## src/rtl/srcsa_pkg.sv

```systemverilog
// srcsa_pkg: shared constants for the 26-bit square-root carry-select adder/subtractor.
package srcsa_pkg;
   localparam int WIDTH = 26;
   localparam logic [4:0][4:0] BLK_W   = {5'd7, 5'd6, 5'd5, 5'd4, 5'd4};
   localparam logic [4:0][4:0] BLK_LSB = {5'd19, 5'd13, 5'd8, 5'd4, 5'd0};
endpackage

```

## src/rtl/srcsa_26bit_sub_pipe_csel_block.sv

```systemverilog
// csel_block: N-bit ripple adder evaluated for both carry-in values.
module csel_block #(
   parameter int N = 4
) (
   input  logic [N-1:0] i_a,
   input  logic [N-1:0] i_b,
   output logic [N-1:0] o_sum0,
   output logic [N-1:0] o_sum1,
   output logic         o_cout0,
   output logic         o_cout1
);
   logic [N:0] w_c0, w_c1;
   assign w_c0[0] = 1'b0;
   assign w_c1[0] = 1'b1;
   for (genvar i = 0; i < N; i++) begin : g_fa
      assign o_sum0[i]  = i_a[i] ^ i_b[i] ^ w_c0[i];
      assign o_sum1[i]  = i_a[i] ^ i_b[i] ^ w_c1[i];
      assign w_c0[i+1]  = (i_a[i] & i_b[i]) | (w_c0[i] & (i_a[i] ^ i_b[i]));
      assign w_c1[i+1]  = (i_a[i] & i_b[i]) | (w_c1[i] & (i_a[i] ^ i_b[i]));
   end
   assign o_cout0 = w_c0[N];
   assign o_cout1 = w_c1[N];
endmodule

```

## src/rtl/srcsa_26bit_sub_pipe.sv

```systemverilog
// srcsa_26bit_sub_pipe: 2-stage carry-select subtractor diff = a - b - borrow_in
// with valid/ready flow control; the condition-sum split straddles the two stages.
module srcsa_26bit_sub_pipe
   import srcsa_pkg::*;
#(
   parameter int WIDTH               = 26,
   parameter bit CLEAR_DATA_ON_RESET = 1'b1
) (
   input  logic             clk,
   input  logic             reset,
   input  logic             in_valid,
   output logic             in_ready,
   input  logic [WIDTH-1:0] a,
   input  logic [WIDTH-1:0] b,
   input  logic             borrow_in,
   output logic             out_valid,
   input  logic             out_ready,
   output logic [WIDTH-1:0] diff,
   output logic             borrow_out,
   output logic             overflow
);
   logic             w_s1_en, w_s2_en, w_cin, w_b0_c;
   logic [3:0]       w_b0_sum;
   logic [WIDTH-1:0] w_bn, w_diff;
   logic [4:0][3:0]  w_ls0, w_ls1;
   logic [4:0]       w_lc0, w_lc1, w_c;
   logic [5:0]       w_ua, w_ub;
   logic             r_s1_valid, r_s1_b0_c;
   logic [3:0]       r_s1_b0_sum;
   logic [3:0][3:0]  r_s1_ls0, r_s1_ls1;
   logic [3:0]       r_s1_lc0, r_s1_lc1;
   logic [5:0]       r_s1_ua, r_s1_ub;

   assign w_s2_en  = ~out_valid | out_ready;
   assign w_s1_en  = ~r_s1_valid | w_s2_en;
   assign in_ready = w_s1_en;
   assign w_bn     = ~b;
   assign w_cin    = ~borrow_in;

   for (genvar k = 0; k < 5; k++) begin : g_lo
      csel_block #(.N(4)) u_lo (
         .i_a(a[BLK_LSB[k] +: 4]), .i_b(w_bn[BLK_LSB[k] +: 4]),
         .o_sum0(w_ls0[k]), .o_sum1(w_ls1[k]), .o_cout0(w_lc0[k]), .o_cout1(w_lc1[k]));
   end
   assign w_b0_sum = w_cin ? w_ls1[0] : w_ls0[0];
   assign w_b0_c   = w_cin ? w_lc1[0] : w_lc0[0];
   // Upper bits of B2..B4 packed LSB-first: bit 12 | bits 18:17 | bits 25:23
   assign w_ua = {a[25:23], a[18:17], a[12]};
   assign w_ub = {w_bn[25:23], w_bn[18:17], w_bn[12]};

   always_ff @(posedge clk) begin
      if (!reset) r_s1_valid <= 1'b0;
      else if (w_s1_en) r_s1_valid <= in_valid;
   end

   always_ff @(posedge clk) begin
      if (!reset && CLEAR_DATA_ON_RESET) begin
         r_s1_b0_sum <= '0;
         r_s1_b0_c   <= 1'b0;
         r_s1_ls0    <= '0;
         r_s1_ls1    <= '0;
         r_s1_lc0    <= '0;
         r_s1_lc1    <= '0;
         r_s1_ua     <= '0;
         r_s1_ub     <= '0;
      end else if (reset && w_s1_en && in_valid) begin
         r_s1_b0_sum <= w_b0_sum;
         r_s1_b0_c   <= w_b0_c;
         r_s1_ls0    <= w_ls0[4:1];
         r_s1_ls1    <= w_ls1[4:1];
         r_s1_lc0    <= w_lc0[4:1];
         r_s1_lc1    <= w_lc1[4:1];
         r_s1_ua     <= w_ua;
         r_s1_ub     <= w_ub;
      end
   end

   assign w_c[0]      = r_s1_b0_c;
   assign w_diff[3:0] = r_s1_b0_sum;
   assign w_diff[7:4] = w_c[0] ? r_s1_ls1[0] : r_s1_ls0[0];
   assign w_c[1]      = w_c[0] ? r_s1_lc1[0] : r_s1_lc0[0];

   for (genvar k = 2; k < 5; k++) begin : g_up
      localparam int U   = k - 1;
      localparam int OFF = (k - 2) * (k - 1) / 2;
      logic [U-1:0] w_us0, w_us1;
      logic         w_uc0, w_uc1;
      csel_block #(.N(U)) u_up (
         .i_a(r_s1_ua[OFF +: U]), .i_b(r_s1_ub[OFF +: U]),
         .o_sum0(w_us0), .o_sum1(w_us1), .o_cout0(w_uc0), .o_cout1(w_uc1));
      assign w_diff[BLK_LSB[k] +: BLK_W[k]] = w_c[k-1]
         ? {r_s1_lc1[k-1] ? w_us1 : w_us0, r_s1_ls1[k-1]}
         : {r_s1_lc0[k-1] ? w_us1 : w_us0, r_s1_ls0[k-1]};
      assign w_c[k] = w_c[k-1] ? (r_s1_lc1[k-1] ? w_uc1 : w_uc0)
                               : (r_s1_lc0[k-1] ? w_uc1 : w_uc0);
   end

   always_ff @(posedge clk) begin
      if (!reset) out_valid <= 1'b0;
      else if (w_s2_en) out_valid <= r_s1_valid;
   end

   // r_s1_ub holds ~b, so equal stored sign bits mean the operand signs differ
   always_ff @(posedge clk) begin
      if (!reset && CLEAR_DATA_ON_RESET) begin
         diff       <= '0;
         borrow_out <= 1'b0;
         overflow   <= 1'b0;
      end else if (reset && w_s2_en && r_s1_valid) begin
         diff       <= w_diff;
         borrow_out <= ~w_c[4];
         overflow   <= (r_s1_ua[5] == r_s1_ub[5]) && (w_diff[25] != r_s1_ua[5]);
      end
   end
endmodule
```

## config.mk

```make
export PLATFORM = sky130hd
export DESIGN_NAME = srcsa_26bit_sub_pipe
export DESIGN_NICKNAME = d
export VERILOG_FILES = /design/src/rtl/srcsa_pkg.sv /design/src/rtl/srcsa_26bit_sub_pipe_csel_block.sv /design/src/rtl/srcsa_26bit_sub_pipe.sv
export SDC_FILE = /design/constraint.sdc
export NUM_CORES = 1
export LEC_CHECK = 0
export BUFFER_PORTS_ARGS = -buffer_cell sky130_fd_sc_hd__clkbuf_2
export CORE_MARGIN = 2
export CORE_UTILIZATION = 40
export CTS_CLUSTER_DIAMETER = 120
export DETAILED_ROUTE_END_ITERATION = 10
export GPL_TIMING_DRIVEN = 1
export SYNTH_ARGS = -nofsm -noshare
export SYNTH_HDL_FRONTEND = slang
export SYNTH_SLANG_ARGS = --single-unit
export TNS_END_PERCENT = 1
```

## constraint.sdc

```tcl
create_clock -name clk -period 4.7 [get_ports clk]
set_clock_uncertainty 0.15 [all_clocks]
set_input_delay 0.47 -clock clk [delete_from_list [all_inputs] [get_ports clk]]
set_output_delay 0.47 -clock clk [all_outputs]
set_load 0.02 [all_outputs]
```

==> run metrics, run 1 <==
CP max FO 3; Max Root-Sink Buffers 2; # Post-CTS Setup Buffers 0; vias in the first global route ~3200; TritonCTS Sinks 87; top-count cell post-synth dfxtp_1; Yosys top cell area share approximately two fifths; minimum clock period 2.66 ns; # setup viols final 0; Setup WS post-layout just over 2 ns; Power Density 327 nW/um^2; Distinct cells, synth 44; Final Cycle Share between 50% and 60%; largest family of logic cells by synthesized area adder cells; FILL cells approximately 1100; CP Class register to register; reg-to-reg slack, setup ~2 ns; sequential share of the synthesized area 39.9%; Critical Path AT between 2 and 3 ns; total gr overflow 0; Synth Register Bits 87; Mapped Cells around 450; Hold Crit Class input port to register; Max Cap Viol 0; drt first pass iters 4; Ys Warns 0; mux cell area share after synthesis between 5 and 6%; Mean Syn Cell Area around 9.8 um^2; GRT busiest layer met2; synthesized cell area 4360 um^2; dpl hpwl about 6700 um; Clock Latency Late Sink between 0.3 and 0.4 ns; met2 usage between 20% and 30%; met3 Use GR between 3 and 4%; largest cells by area after synthesis dfxtp_1 (40%), fa_1 (15%), a22o_1 (5.4%); Rows 38; # H-tree levels 3; Synth area leader dfxtp_1; Post-synth EDFFs 0; ant diodes 0; cts bufs inserted 9; post-route ant nets 0; routed len/inst roughly 14 um; global-route wire length before repair between 15000 and 20000 um; Worst Setup SP r_s1_ub[3]$_SDFFE_PN0P_; pre-CTS WS about 2.0 ns; synthesis-to-finish area growth 17.0%; CP max-delay cell fa_1; Post-synth ARST share 0%; drt total wl 9240 um; cts hold-fix bufs 0; r2r worst-path depth 10; Synth Area in Compound Gates 16.4%; Initial DRC Count 144; Die Ht about 110 um; crit-path max cell delay 0.41 ns; Slew headroom ~28%; worst r2r src r_s1_ub[3]$_SDFFE_PN0P_; vias after detailed routing 3274; max frequency roughly 380 MHz; Synth Area in Simple Gates a little over a tenth; syn nets 554; Worst-Margin Slew between 1 and 1.5 ns; met1 usage a little under a quarter; setup TNS 0 ns; Placer Congestion between 0.8 and 0.9; Core Box Area approximately 11000 um^2; cell repeated most along the worst path fa_1; Critical Path Start Type register; layout cells sized above 1 21.7%; Worst EP required 4.86 ns; largest net degree at the start of global routing between 40 and 50; CTS root buf clkbuf_8; total track usage 17.1%; total power between 1500 and 2000 uW; final net count around 630; synth cell count leaders dfxtp_1 (87), inv_1 (52), nand2_1 (44); leakage power 0.00229 uW; worst-path cell chain ha_1 > fa_1 > inv_1 > fa_1 > or2b_1 > nor2_1 > o22ai_1 > o311ai_1 > or3_1 > nand3_1; Slew Limit Fails 0; die area 11800 um^2; status finished, final reports clean; die width 108 um; Max rail drop VDD roughly 0.16 mV; initial antenna violation count 0; area share of xor/xnor cells in the synthesized design less than 1%; drc violations 0; # resized after CTS 0; Worst Setup EP overflow$_SDFFE_PN0P_; RSZ-0062 raised after global routing no; clock slew at reported path FFs roughly 0.080 ns; Initial Util between 40% and 50%; post-synthesis adder-cell area fraction roughly 20%; ys flop type dfxtp_1; Hold Fails Final Rpt 0; IO Pins 87; number of port buffers 86; CTS tree built; critical path endpoint category register; DR vias/cell 4.92; r2r endpoint overflow$_SDFFE_PN0P_
==> sequential cells by signal, indices dropped and copies added (netlist names) <==
name         count
r_s1_lc0         4
r_s1_ls1        16
r_s1_lc1         4
r_s1_ua          6
r_s1_valid       1
r_s1_ls0        16
out_valid        1
diff            26
r_s1_b0_c        1
r_s1_ub          6
borrow_out       1
overflow         1
r_s1_b0_sum      4
==> placed cells by master, fill, tap and decap left out, drive strengths merged, types with 2 or more instances in the layout <==
cell / Yosys / final
a22o: 28 / 28
o311ai: 2 / 2
or4: 3 / 3
nor2: 28 / 28
o21ai: 36 / 36
clkbuf: 21 / 98
nand3: 6 / 6
o22ai: 2 / 2
fa: 33 / 33
nand2b: 6 / 6
nand2: 44 / 44
a21oi: 10 / 10
mux2: 2 / 2
mux2i: 20 / 20
dfxtp: 87 / 87
ha: 17 / 17
buf: 5 / 3
inv: 52 / 52
or3: 2 / 2
and3: 3 / 3
a211oi: 21 / 21
clkinvlp: 0 / 2
nor2b: 2 / 2
and2: 3 / 3
==> cell families after synthesis <==
logic type,count (synthesis)
AOI/OAI and AO/OA,105
xor gates and xnor gates,2
adders and majority gates,50
buffers and inverters,78
DFF,87
muxes,22
and+or+nand+nor,103
==> power breakdown <==
part	internal [uW]	switching (uW)
Combinational	127	167
Clock	276	265
Sequential	795	37.4
==> worst min path at each step <==
stage	from	endpoint	slack, ns	depth (start not counted)
2_1_floorplan	r_s1_ls0[13]$_SDFFE_PN0P_	r_s1_ls0[13]$_SDFFE_PN0P_	0.27	2
3_3_place_gp	r_s1_ls0[2]$_SDFFE_PN0P_	r_s1_ls0[2]$_SDFFE_PN0P_	0.28	2
3_5_place_dp	r_s1_ls1[2]$_SDFFE_PN0P_	r_s1_ls1[2]$_SDFFE_PN0P_	0.29	2
4_1_cts	b[25]	r_s1_ub[5]$_SDFFE_PN0P_	0.13	2
5_1_grt	b[23]	r_s1_ub[3]$_SDFFE_PN0P_	0.15	2
6_report	b[25]	r_s1_ub[5]$_SDFFE_PN0P_	0.15	2
==> metrics by stage <==
stage | instance area (um^2) | hold slack (ns) | cells | utilization [%]
finish | 5100 | 0.149 | 666 | 47.5
global route | 5100 | 0.149 | 666 | 47.5
CTS | 5100 | 0.132 | 666 | 47.5
detailed placement | 4900 | 0.292 | 650 | 45.6
global placement | 4900 | 0.283 | 650 | 45.6
floorplan | 4360 | 0.274 | 447 | -
==> layout make-up <==
type	count	area, um^2	share of cell area, %
clock buffer	12	155	3.04
sequential	87	1740	34.1
tap	140	175	3.43
clock inverter	4	53.8	1.05
multi-input combinational	282	2330	45.7
timing repair buffer	89	453	8.87
inverter	52	195	3.82
==> worst max-delay path: cells and delay by family, from the launching register on <==
| kind | cells | cell delay [ns] |
|---|---|---|
| and+or+nand+nor | 4 | 0.70 |
| adders and majority gates | 3 | 1.05 |
| buffers and inverters | 1 | 0.08 |
| AOI/OAI and AO/OA | 2 | 0.29 |
| DFF | 1 | 0.33 |
==> per-layer routing <==
layer / wire (um) / vias up
met1: 4350 / 1542
li1: - / 1644
met5: 0 / -
met4: 170 / 0
met3: 460 / 13
met2: 4250 / 75
Note: power is estimated with default switching activity, not from simulation.
==> run 2, diff against run 1 <==
--- a/config.mk
+++ b/config.mk
@@ -5,6 +5,7 @@
 export SDC_FILE = /design/constraint.sdc
 export NUM_CORES = 1
 export LEC_CHECK = 0
+export ABC_AREA = 1
 export BUFFER_PORTS_ARGS = -buffer_cell sky130_fd_sc_hd__clkbuf_2
 export CORE_MARGIN = 2
 export CORE_UTILIZATION = 40
==> constraint.sdc (replaced) <==
create_clock -name clk -period 2.6 [get_ports clk]
set_clock_uncertainty 0.15 [all_clocks]
set_input_delay 0.26 -clock clk [delete_from_list [all_inputs] [get_ports clk]]
set_output_delay 0.26 -clock clk [all_outputs]
set_load 0.02 [all_outputs]
==> run 2 against run 1 <==
  * Register-to-register slack worse by 1.7 ns
  * Count of clock-buffer cells in the layout down 2
  * Critical path type unchanged
  * Sequential power up 79%
  * First-iteration DRC count shrank 6.3%
  * Die area up 3.6%
  * Cell area increased by 7.3%
  * Synthesized cell count increased by 20%
==> run metrics, run 2 <==
Distinct cells, synth 31; Max Root-Sink Buffers 2; CP Class register to register; drt total wl about 10000 um; Clock Latency Late Sink ~0.33 ns; cell repeated most along the worst path inv_1; total gr overflow 0; routed len/inst about 13 um; synthesized cell area approximately 4500 um^2; internal power around 2500 uW; largest cells by area after synthesis dfxtp_1 (38%), fa_1 (15%), nand2_1 (9.6%); TritonCTS Sinks a little under 90; cts hold-fix bufs 11; critical path endpoint category register; top flop regs diff: 26 flops, r_s1_ls0: 16 flops, r_s1_ls1: 16 flops; Worst EP required 2.72 ns; synth cell count leaders nand2_1 (116), inv_1 (88), dfxtp_1 (87); number of port buffers 86; Critical Path Start Type register; Initial DRC Count roughly 140; drt first pass iters 5; Top delay family on crit path adder cells; vias after detailed routing roughly 3600; Critical Path AT 2.40 ns; # resized after CTS 0; Slew Limit Fails 0; IO Pins 87; clock slew at reported path FFs ~0.070 ns; Logic pwr share ~17%; Worst-Margin Slew between 0.9 and 1 ns; Hold Fails Final Rpt 0; largest net degree at the start of global routing 36; hold slack around 0.014 ns; setup TNS 0 ns; most frequent cells in the layout nand2_1 (116), inv_1 (88), dfxtp_1 (87), clkbuf_2 (86), o21ai_0 (59); P_sw about 950 uW; Synth Register Bits 87; Placer Congestion 0.812; Post-synth ARST share 0%; met2 usage around 30%; Largest Register diff; CP max-delay cell fa_1; CTS tree built; met1 usage between 20% and 30%; minimum clock period ~2.3 ns; GRT busiest layer met2; status finished, final reports clean; ant diodes 0; sequential share of the synthesized area roughly two fifths; top-count cell post-synth nand2_1; dpl hpwl 7240 um; final net count roughly 730; Mean Syn Cell Area approximately 8.4 um^2; vias in the first global route between 3000 and 4000; Clock power frac a little over 40%; post-route ant nets 0; Final Cycle Share between 80% and 90%; max FFs per register 26; total track usage between 15 and 20%; crit-path max cell delay 0.41 ns; worst-path cell chain inv_1 > ha_1 > inv_1 > fa_1 > inv_1 > fa_1 > nand2_1 > o21ai_0 > nand3b_1 > nand3_1 > nand3_1 > nand2_1; CTS root buf clkbuf_16; synthesis-to-finish area growth 21.0%; # Post-CTS Setup Buffers 0; Yosys top cell area share approximately 38%; leakage power ~0.0026 uW; register share of total power ~43%; initial antenna violation count 0; CP max FO 2; layout cells sized above 1 a little over a fifth; # setup viols final 0; DR vias/cell ~4.7; global-route wire length before repair approximately 16000 um; Power Density between 600 and 700 nW/um^2; RSZ-0062 raised after global routing no; max frequency between 400 and 500 MHz; met3 Use GR 1.82%; Rows 38; Initial Util approximately two fifths; Slew headroom 38.2%; # H-tree levels 3; Mapped Cells around 540; Max Cap Viol 0; Die Ht 110 um; Hold Crit Class input port to register; sw frac 27.2%; Post-synth EDFFs 0; syn nets ~640; Max rail drop VDD 0.330 mV; die width 110 um; die area 12200 um^2; Synth area leader dfxtp_1; drc violations 0; commonest non-fill, non-tap cell in the layout nand2_1; Ys Warns 0; Crit path buffers/inverters 3; FILL cells between 1000 and 1500; Core Box Area about 11000 um^2; ys flop type dfxtp_1; cts bufs inserted 9
==> run 2: power groups by stage <==
stage / logic, uW / registers [uW] / clock network (uW)
after floorplan: 380 / 1540 / 0
after global placement: 565 / 1520 / 0
after detailed placement: 576 / 1520 / 0
after CTS: 595 / 1490 / 1430
after global routing: 674 / 1500 / 1490
final: 585 / 1490 / 1410
==> run 2: final timing paths <==
path	from	endpoint	slack, ns	cells after the start
worst min-delay path	a[17]	r_s1_ua[1]$_SDFFE_PN0P_	0.01	3
worst min register to register	diff[14]$_SDFFE_PN0P_	diff[14]$_SDFFE_PN0P_	0.30	2
worst max-delay path	r_s1_ub[3]$_SDFFE_PN0P_	overflow$_SDFFE_PN0P_	0.33	12
worst max register to register	r_s1_ub[3]$_SDFFE_PN0P_	overflow$_SDFFE_PN0P_	0.33	12
==> run 2: area by class of cell <==
cell class | instances | area (um^2) | area share (%)
Tap cell | 140 | 175 | 3.20
Clock buffer | 10 | 239 | 4.36
Multi-Input combinational cell | 335 | 2310 | 42.2
Sequential cell | 87 | 1740 | 31.8
Clock inverter | 6 | 90.1 | 1.64
Timing Repair Buffer | 101 | 571 | 10.4
Inverter | 92 | 348 | 6.35
==> run 2: kinds of logic (layout without fill, tap and decap cells) <==
| group | Yosys count | in the layout | synth area share (%) |
|---|---|---|---|
| AO/OA/AOI/OAI | 102 | 102 | 12.6 |
| adder cells (fa/ha/maj) | 50 | 50 | 19.3 |
| AND/OR/NAND/NOR | 177 | 177 | 18.0 |
| flip-flops | 87 | 87 | 38.5 |
| XOR/XNOR | 6 | 6 | 1.16 |
| buffers and inverters | 115 | 209 | 10.4 |
==> run 2: per-layer routing <==
| layer | vias up | part of all wire (%) |
|---|---|---|
| li1 | 1865 | - |
| met1 | 1701 | 45 |
| met2 | 65 | 50 |
| met3 | 10 | 4.0 |
| met4 | 0 | 1.2 |
| met5 | - | 0 |
==> run 2: tightest hold or removal path, stage by stage <==
cell and delay, ns:
clkbuf_2 0.09, nand2_1 0.05, o21ai_1 0.06
==> run 2: stage by stage <==
stage	area, um^2	total power (uW)	std cells	util [%]	setup WS, ns
final	5480	3480	771	50.1	0.325
after global routing	5480	3660	771	50.1	0.104
after detailed placement	5040	2100	744	46.1	0.233
after floorplan	4530	1920	537	-	0.431
after CTS	5480	3520	771	50.1	0.312
after global placement	5040	2080	744	46.1	0.261
